**src/rtl/alu_seq_pkg.sv**
```systemverilog
// ============================================================================
// alu_seq_pkg : opcodes, flag selects, control-byte layout and FSM states
//               shared by the ALU command sequencer.
// Revision    : 1.0
// ============================================================================
`default_nettype none

package alu_seq_pkg;

   localparam logic [2:0] OP_ADD = 3'd0;
   localparam logic [2:0] OP_SUB = 3'd1;
   localparam logic [2:0] OP_SHR = 3'd2;
   localparam logic [2:0] OP_SHL = 3'd3;
   localparam logic [2:0] OP_AND = 3'd4;
   localparam logic [2:0] OP_OR  = 3'd5;
   localparam logic [2:0] OP_XOR = 3'd6;
   localparam logic [2:0] OP_MUL = 3'd7;

   localparam logic [1:0] FSEL_GT   = 2'd0;
   localparam logic [1:0] FSEL_EQ   = 2'd1;
   localparam logic [1:0] FSEL_ZERO = 2'd2;
   localparam logic [1:0] FSEL_EVEN = 2'd3;

   localparam int OP_LSB   = 0;
   localparam int ENA_BIT  = 3;
   localparam int FSEL_LSB = 4;

   // Idle bus state: A-load enabled so the tile keeps re-latching a known value.
   localparam logic [7:0] CTRL_RESET = 8'h08;

   typedef enum logic [2:0] {
      ST_IDLE   = 3'd0,
      ST_LOAD_B = 3'd1,
      ST_LOAD_A = 3'd2,
      ST_WAIT   = 3'd3,
      ST_RESP   = 3'd4
   } state_e;

   function automatic logic [7:0] pack_ctrl(input logic [2:0] op,
                                            input logic [1:0] fsel,
                                            input logic       ena);
      logic [7:0] c;
      c                  = 8'h00;
      c[OP_LSB +: 3]     = op;
      c[ENA_BIT]         = ena;
      c[FSEL_LSB +: 2]   = fsel;
      return c;
   endfunction

endpackage

`default_nettype wire

```
**src/rtl/alu_cmd_sequencer.sv**
```systemverilog
// ============================================================================
// alu_cmd_sequencer : drives B then A onto the ALU tile bus, waits for the
//                     result to settle and returns it on a valid/ready port.
// Revision          : 1.0
// ============================================================================
`default_nettype none

module alu_cmd_sequencer
   import alu_seq_pkg::*;
#(
   parameter int SETTLE_CYCLES = 1
) (
   input  logic        clk,
   input  logic        rst_n,
   input  logic        cmd_valid,
   output logic        cmd_ready,
   input  logic [2:0]  cmd_op,
   input  logic [1:0]  cmd_flagsel,
   input  logic [7:0]  cmd_a,
   input  logic [7:0]  cmd_b,
   output logic        rsp_valid,
   input  logic        rsp_ready,
   output logic [13:0] rsp_result,
   output logic        rsp_flag,
   output logic        rsp_ovf,
   output logic [7:0]  alu_data,
   output logic [7:0]  alu_ctrl,
   input  logic [7:0]  alu_res_lo,
   input  logic [7:0]  alu_res_hi,
   output logic        busy
);

   localparam int              CNT_W    = $clog2(SETTLE_CYCLES + 1);
   localparam logic [CNT_W-1:0] CNT_LAST = CNT_W'(SETTLE_CYCLES - 1);

   state_e            state_q, state_d;
   logic [CNT_W-1:0]  cnt_q, cnt_d;
   logic [2:0]        op_q, op_d;
   logic [1:0]        fsel_q, fsel_d;
   logic [7:0]        a_q, a_d;
   logic [7:0]        data_q, data_d;
   logic [7:0]        ctrl_q, ctrl_d;
   logic              cmd_ready_q, cmd_ready_d;
   logic              rsp_valid_q, rsp_valid_d;
   logic [13:0]       rsp_result_q, rsp_result_d;
   logic              rsp_flag_q, rsp_flag_d;
   logic              rsp_ovf_q, rsp_ovf_d;
   logic              busy_q, busy_d;

   always_comb begin
      state_d      = state_q;
      cnt_d        = cnt_q;
      op_d         = op_q;
      fsel_d       = fsel_q;
      a_d          = a_q;
      data_d       = data_q;
      ctrl_d       = ctrl_q;
      cmd_ready_d  = cmd_ready_q;
      rsp_valid_d  = rsp_valid_q;
      rsp_result_d = rsp_result_q;
      rsp_flag_d   = rsp_flag_q;
      rsp_ovf_d    = rsp_ovf_q;

      // Outputs are registered, so each branch sets up the bus for the next state.
      unique case (state_q)
         ST_IDLE: begin
            if (cmd_valid) begin
               op_d        = cmd_op;
               fsel_d      = cmd_flagsel;
               a_d         = cmd_a;
               data_d      = cmd_b;
               ctrl_d      = pack_ctrl(cmd_op, cmd_flagsel, 1'b0);
               cmd_ready_d = 1'b0;
               state_d     = ST_LOAD_B;
            end
         end
         ST_LOAD_B: begin
            data_d  = a_q;
            ctrl_d  = pack_ctrl(op_q, fsel_q, 1'b1);
            state_d = ST_LOAD_A;
         end
         ST_LOAD_A: begin
            cnt_d   = '0;
            state_d = ST_WAIT;
         end
         ST_WAIT: begin
            if (cnt_q == CNT_LAST) begin
               rsp_result_d = {alu_res_hi[5:0], alu_res_lo};
               rsp_flag_d   = alu_res_hi[6];
               rsp_ovf_d    = alu_res_hi[7];
               rsp_valid_d  = 1'b1;
               state_d      = ST_RESP;
            end else begin
               cnt_d = cnt_q + CNT_W'(1);
            end
         end
         ST_RESP: begin
            if (rsp_ready) begin
               rsp_valid_d = 1'b0;
               cmd_ready_d = 1'b1;
               state_d     = ST_IDLE;
            end
         end
         default: begin
            state_d     = ST_IDLE;
            cmd_ready_d = 1'b1;
            rsp_valid_d = 1'b0;
         end
      endcase

      busy_d = (state_d != ST_IDLE);
   end

   always_ff @(posedge clk or negedge rst_n) begin
      if (!rst_n) begin
         state_q      <= ST_IDLE;
         cnt_q        <= '0;
         op_q         <= 3'd0;
         fsel_q       <= 2'd0;
         a_q          <= 8'h00;
         data_q       <= 8'h00;
         ctrl_q       <= CTRL_RESET;
         cmd_ready_q  <= 1'b1;
         rsp_valid_q  <= 1'b0;
         rsp_result_q <= 14'd0;
         rsp_flag_q   <= 1'b0;
         rsp_ovf_q    <= 1'b0;
         busy_q       <= 1'b0;
      end else begin
         state_q      <= state_d;
         cnt_q        <= cnt_d;
         op_q         <= op_d;
         fsel_q       <= fsel_d;
         a_q          <= a_d;
         data_q       <= data_d;
         ctrl_q       <= ctrl_d;
         cmd_ready_q  <= cmd_ready_d;
         rsp_valid_q  <= rsp_valid_d;
         rsp_result_q <= rsp_result_d;
         rsp_flag_q   <= rsp_flag_d;
         rsp_ovf_q    <= rsp_ovf_d;
         busy_q       <= busy_d;
      end
   end

   assign cmd_ready  = cmd_ready_q;
   assign rsp_valid  = rsp_valid_q;
   assign rsp_result = rsp_result_q;
   assign rsp_flag   = rsp_flag_q;
   assign rsp_ovf    = rsp_ovf_q;
   assign alu_data   = data_q;
   assign alu_ctrl   = ctrl_q;
   assign busy       = busy_q;

endmodule

`default_nettype wire

```
**config.mk**
```make
export PLATFORM = sky130hd
export DESIGN_NAME = alu_cmd_sequencer
export DESIGN_NICKNAME = d
export VERILOG_FILES = /design/src/rtl/alu_seq_pkg.sv /design/src/rtl/alu_cmd_sequencer.sv
export SDC_FILE = /design/constraint.sdc
export NUM_CORES = 1
export LEC_CHECK = 0
export BUFFER_PORTS_ARGS = -buffer_cell sky130_fd_sc_hd__buf_2
export CAP_MARGIN = 10
export CORE_UTILIZATION = 45
export DETAILED_ROUTE_END_ITERATION = 7
export PLACE_DENSITY = 0.74
export SYNTH_ARGS = -nofsm -noshare
export SYNTH_HDL_FRONTEND = slang
export SYNTH_SLANG_ARGS = --single-unit
```
**constraint.sdc**
```tcl
create_clock -name clk -period 2.47 [get_ports clk]
set_clock_uncertainty 0.15 [all_clocks]
set_input_delay 0.494 -clock clk [delete_from_list [all_inputs] [get_ports clk]]
set_output_delay 0.494 -clock clk [all_outputs]
set_load 0.005 [all_outputs]
```
==> run summary <==
======================================================================================================
Result of the run .......................................................................    completed
Vert. Die Dim ...........................................................................      68.5 µm
Cells after Synth .......................................................................          137
Cells along the critical path ........................................................... nor4b_4 -> buf_4 -> mux2_2
Share of the yosys chip area belonging to registers .....................................        61.7%
Top post-synthesis cells by area ........................................................ sky130_fd_sc_hd__dfrtp_1, sky130_fd_sc_hd__mux2_2, sky130_fd_sc_hd__a22o_1
Clock transition at the register clock pins on the worst setup and hold paths after CTS .      0.09 ns
Worst ir drop on vdd ....................................................................       555 µV
Data required time of the critical path .................................................      2.51 ns
Final worst path period need ............................................................      1.84 ns
Multi-input gate area ...................................................................      684 µm²
Max Freq ................................................................................      542 MHz
Area of the die .........................................................................     4690 µm²
Number of instances in the placed design ................................................          256
Count of filler cells inserted in the layout ............................................          340
Clock root buffer master ................................................................ sky130_fd_sc_hd__clkbuf_8
Number of register bits inferred by synthesis ...........................................           49
Unrepaired setup endpoints after global routing .........................................        false
Number of setup violations in the final report ..........................................            0
XOR/XNOR Fraction of Synth Area .........................................................       0.440%
Global router's overall resource usage ..................................................        17.3%
Slowest stage cell on the critical path ................................................. sky130_fd_sc_hd__dfrtp_1
Total setup buffers inserted after CTS ..................................................            0
Max Buffers Root-to-Sink ................................................................            2
Worst R2R Path Depth ....................................................................            3
Synth warn ..............................................................................            0
Post-synthesis to final-layout area growth ..............................................        27.0%
Most common cell in the netlist ......................................................... sky130_fd_sc_hd__dfrtp_1
CP startpoint kind ......................................................................         flop
Summed instance area of the synthesized netlist .........................................     1990 µm²
Initial antenna violation count .........................................................            0
Fraction of the core area covered by cells at the end of the flow .......................        61.4%
Placed wire-length estimate after detailed placement ....................................      2630 µm
Port Buffer Count .......................................................................           73
Critical path type ......................................................................      reg2reg
Synthesized area per cell ...............................................................     14.5 µm²
Starting density of the core ............................................................        48.4%
Total of hold buffers inserted after clock tree synthesis ...............................            0
Cells resized by post-CTS repair ........................................................            0
Ys async rst share ......................................................................         100%
Total clock buffers created by CTS ......................................................            5
First-pass GRT wire length ..............................................................      5800 µm
Distinct cell type count of the synthesized netlist .....................................           24
Post-route non-filler standard cell count ...............................................          264
Complex-gate fraction of the synthesized area ...........................................        12.4%
MaxCap Viol Count .......................................................................            0
Residual overflow from global routing ...................................................            0
Worst-Skew Late Latency .................................................................      0.30 ns
Flip-flop cell with the highest count after synthesis ................................... sky130_fd_sc_hd__dfrtp_1
Top-level I/O count .....................................................................           76
Fraction of synthesized area in multiplexers ............................................        16.4%
CTS sink cnt ............................................................................           49
Core Rows ...............................................................................           23
Least-Margin Pin Slew ...................................................................     0.546 ns
Main combinational cell family by area after synthesis .................................. multiplexers
Static Leakage ..........................................................................      1.31 nW
Via count of the routed design ..........................................................         1335
WL/cell .................................................................................      14.0 µm
Maximum fanout along the worst path .....................................................           27
Number of global-route vias before repair ...............................................         1236
Worst relative slew slack ...............................................................        63.6%
Pre-antenna DRT Iters ...................................................................            4
Data arrival time of the critical path ..................................................      1.88 ns
Buffers plus inverters on the worst setup path ..........................................            1
DR vias/cell ............................................................................         5.06
CP top delay family .....................................................................   flip-flops
Maximum level of the CTS H-tree .........................................................            2
End of the worst register-to-register path ..............................................       a_q[0]
Critical path's largest stage delay .....................................................      0.53 ns
Source of the critical timing path ......................................................   state_q[1]
Leading area contributor after synthesis ................................................ sky130_fd_sc_hd__dfrtp_1
Clock tree from TritonCTS ...............................................................        built
Width of the die ........................................................................      68.5 µm
Setup slack of the most critical reg-to-reg path ........................................      0.63 ns
Area fraction in and, or, nand and nor cells after synthesis ............................        4.71%
Post-synth EDFFs ........................................................................            0
Adder and majority gate portion of the synthesized area .................................           0%
Final Hold Violating Endpoints ..........................................................            0
Element type at the critical path end ...................................................         flop
Count of nets after finishing ...........................................................          254
Maximum number of pins on one net before global-route repair ............................           28
Number of violations reported at the end of detailed-routing iteration 0 ................           79
Antenna-violating nets left .............................................................            0
Share of the clock period used by the worst path ........................................        74.6%
Worst reg2reg path startpoint ...........................................................   state_q[1]
Share of post-route cells with drive strength above 1 ...................................        55.6%
Number of pins with negative max-slew slack in the final report .........................            0
Combined flip-flop and latch cell area ..................................................     1230 µm²
Final wirelength ........................................................................      3710 µm
Final Wtd Congestion ....................................................................        0.713
Ant diodes ..............................................................................            0
Count of unresolved DRC violations after routing ........................................            0
Fin Setup TNS ...........................................................................         0 ns
Floorplan core area .....................................................................     4120 µm²
Class of the tightest hold or removal check .............................................     in2async
Post-synth top cells .................................................................... sky130_fd_sc_hd__dfrtp_1, sky130_fd_sc_hd__mux2_2, sky130_fd_sc_hd__a21o_1, sky130_fd_sc_hd__a22o_1, sky130_fd_sc_hd__nor2_1
Power per cell area .....................................................................  1350 nW/µm²
Fraction of post-synthesis cell area in the top cell type by area .......................        59.1%
======================================================================================================
flip-flops by register name (all words and copies together) (netlist names):
register    cells
rsp_flag        1
cmd_ready       1
op_q            3
busy            1
a_q             8
rsp_ovf         1
state_q         3
alu_data        8
rsp_result     14
rsp_valid       1
alu_ctrl        6
fsel_q          2
cells in the final DEF, fill, tap and decap left out:
cell type | Yosys | final
sky130_fd_sc_hd__or3_1 | 1 | 1
sky130_fd_sc_hd__buf_2 | 2 | 73
sky130_fd_sc_hd__mux2_1 | 2 | 2
sky130_fd_sc_hd__dfstp_2 | 2 | 2
sky130_fd_sc_hd__nand2_1 | 1 | 1
sky130_fd_sc_hd__nor3b_2 | 1 | 1
sky130_fd_sc_hd__a21o_1 | 13 | 13
sky130_fd_sc_hd__a21oi_1 | 2 | 2
sky130_fd_sc_hd__nor4b_4 | 1 | 1
sky130_fd_sc_hd__mux2_2 | 27 | 27
sky130_fd_sc_hd__nor2_1 | 7 | 7
sky130_fd_sc_hd__buf_4 | 4 | 4
sky130_fd_sc_hd__buf_12 | 0 | 1
sky130_fd_sc_hd__clkinv_2 | 0 | 1
sky130_fd_sc_hd__o21ai_0 | 2 | 2
sky130_fd_sc_hd__conb_1 | 1 | 2
sky130_fd_sc_hd__nand3b_2 | 1 | 1
sky130_fd_sc_hd__a22o_1 | 13 | 13
sky130_fd_sc_hd__nor3_1 | 2 | 2
sky130_fd_sc_hd__inv_1 | 1 | 1
sky130_fd_sc_hd__dfrtp_1 | 47 | 47
sky130_fd_sc_hd__bufinv_16 | 0 | 2
sky130_fd_sc_hd__a21bo_2 | 1 | 1
sky130_fd_sc_hd__xnor2_1 | 1 | 1
sky130_fd_sc_hd__o22ai_1 | 1 | 1
sky130_fd_sc_hd__clkbuf_8 | 0 | 5
worst max-delay path by stage:
stage,cells after the start,to,slack (ns)
finish,3,a_q[0],0.63
global route,3,a_q[0],0.53
CTS,3,a_q[0],0.63
detailed placement,4,fsel_q[1],0.65
global placement,4,a_q[4],0.72
floorplan,4,a_q[4],0.72
report_power, final:
| part | internal (mW) | switching (mW) | total [mW] |
|---|---|---|---|
| combinational | 0.754 | 0.507 | 1.26 |
| clock | 0.402 | 0.262 | 0.664 |
| sequential | 1.23 | 0.260 | 1.49 |
cell type report:
class | instances | area share (%)
Inverter | 1 | 0.148
Timing Repair Buffer | 78 | 16.4
Multi-Input combinational cell | 78 | 27.1
Sequential cell | 49 | 48.6
Tap cell | 50 | 2.47
Clock inverter | 3 | 2.57
Clock buffer | 5 | 2.72
routing by layer:
layer  up-vias  share of wire, %  track usage (%)
met4         0               1.5             7.03
met2        36                49             26.7
li1        641                 -                -
met5         -                 0                0
met3         6               5.4             5.92
met1       652                44             22.2
kinds of logic after synthesis:
group,Yosys count
AO/OA/AOI/OAI,32
XOR/XNOR,1
buffers and inverters,11
flip-flops,49
multiplexers,29
other,1
AND/OR/NAND/NOR,14
per-stage QoR:
step / power, mW / hold WS [ns] / area, µm² / setup WS (ns)
after floorplan: 2.35 / 0.0484 / 1990 / 0.715
after global placement: 2.73 / 0.305 / 2390 / 0.717
after detailed placement: 2.78 / 0.311 / 2390 / 0.648
after CTS: 3.45 / 0.0375 / 2530 / 0.626
after global routing: 3.68 / 0.0625 / 2530 / 0.527
final: 3.41 / 0.0183 / 2530 / 0.627
No activity file was read; power rests on OpenSTA's default activity.
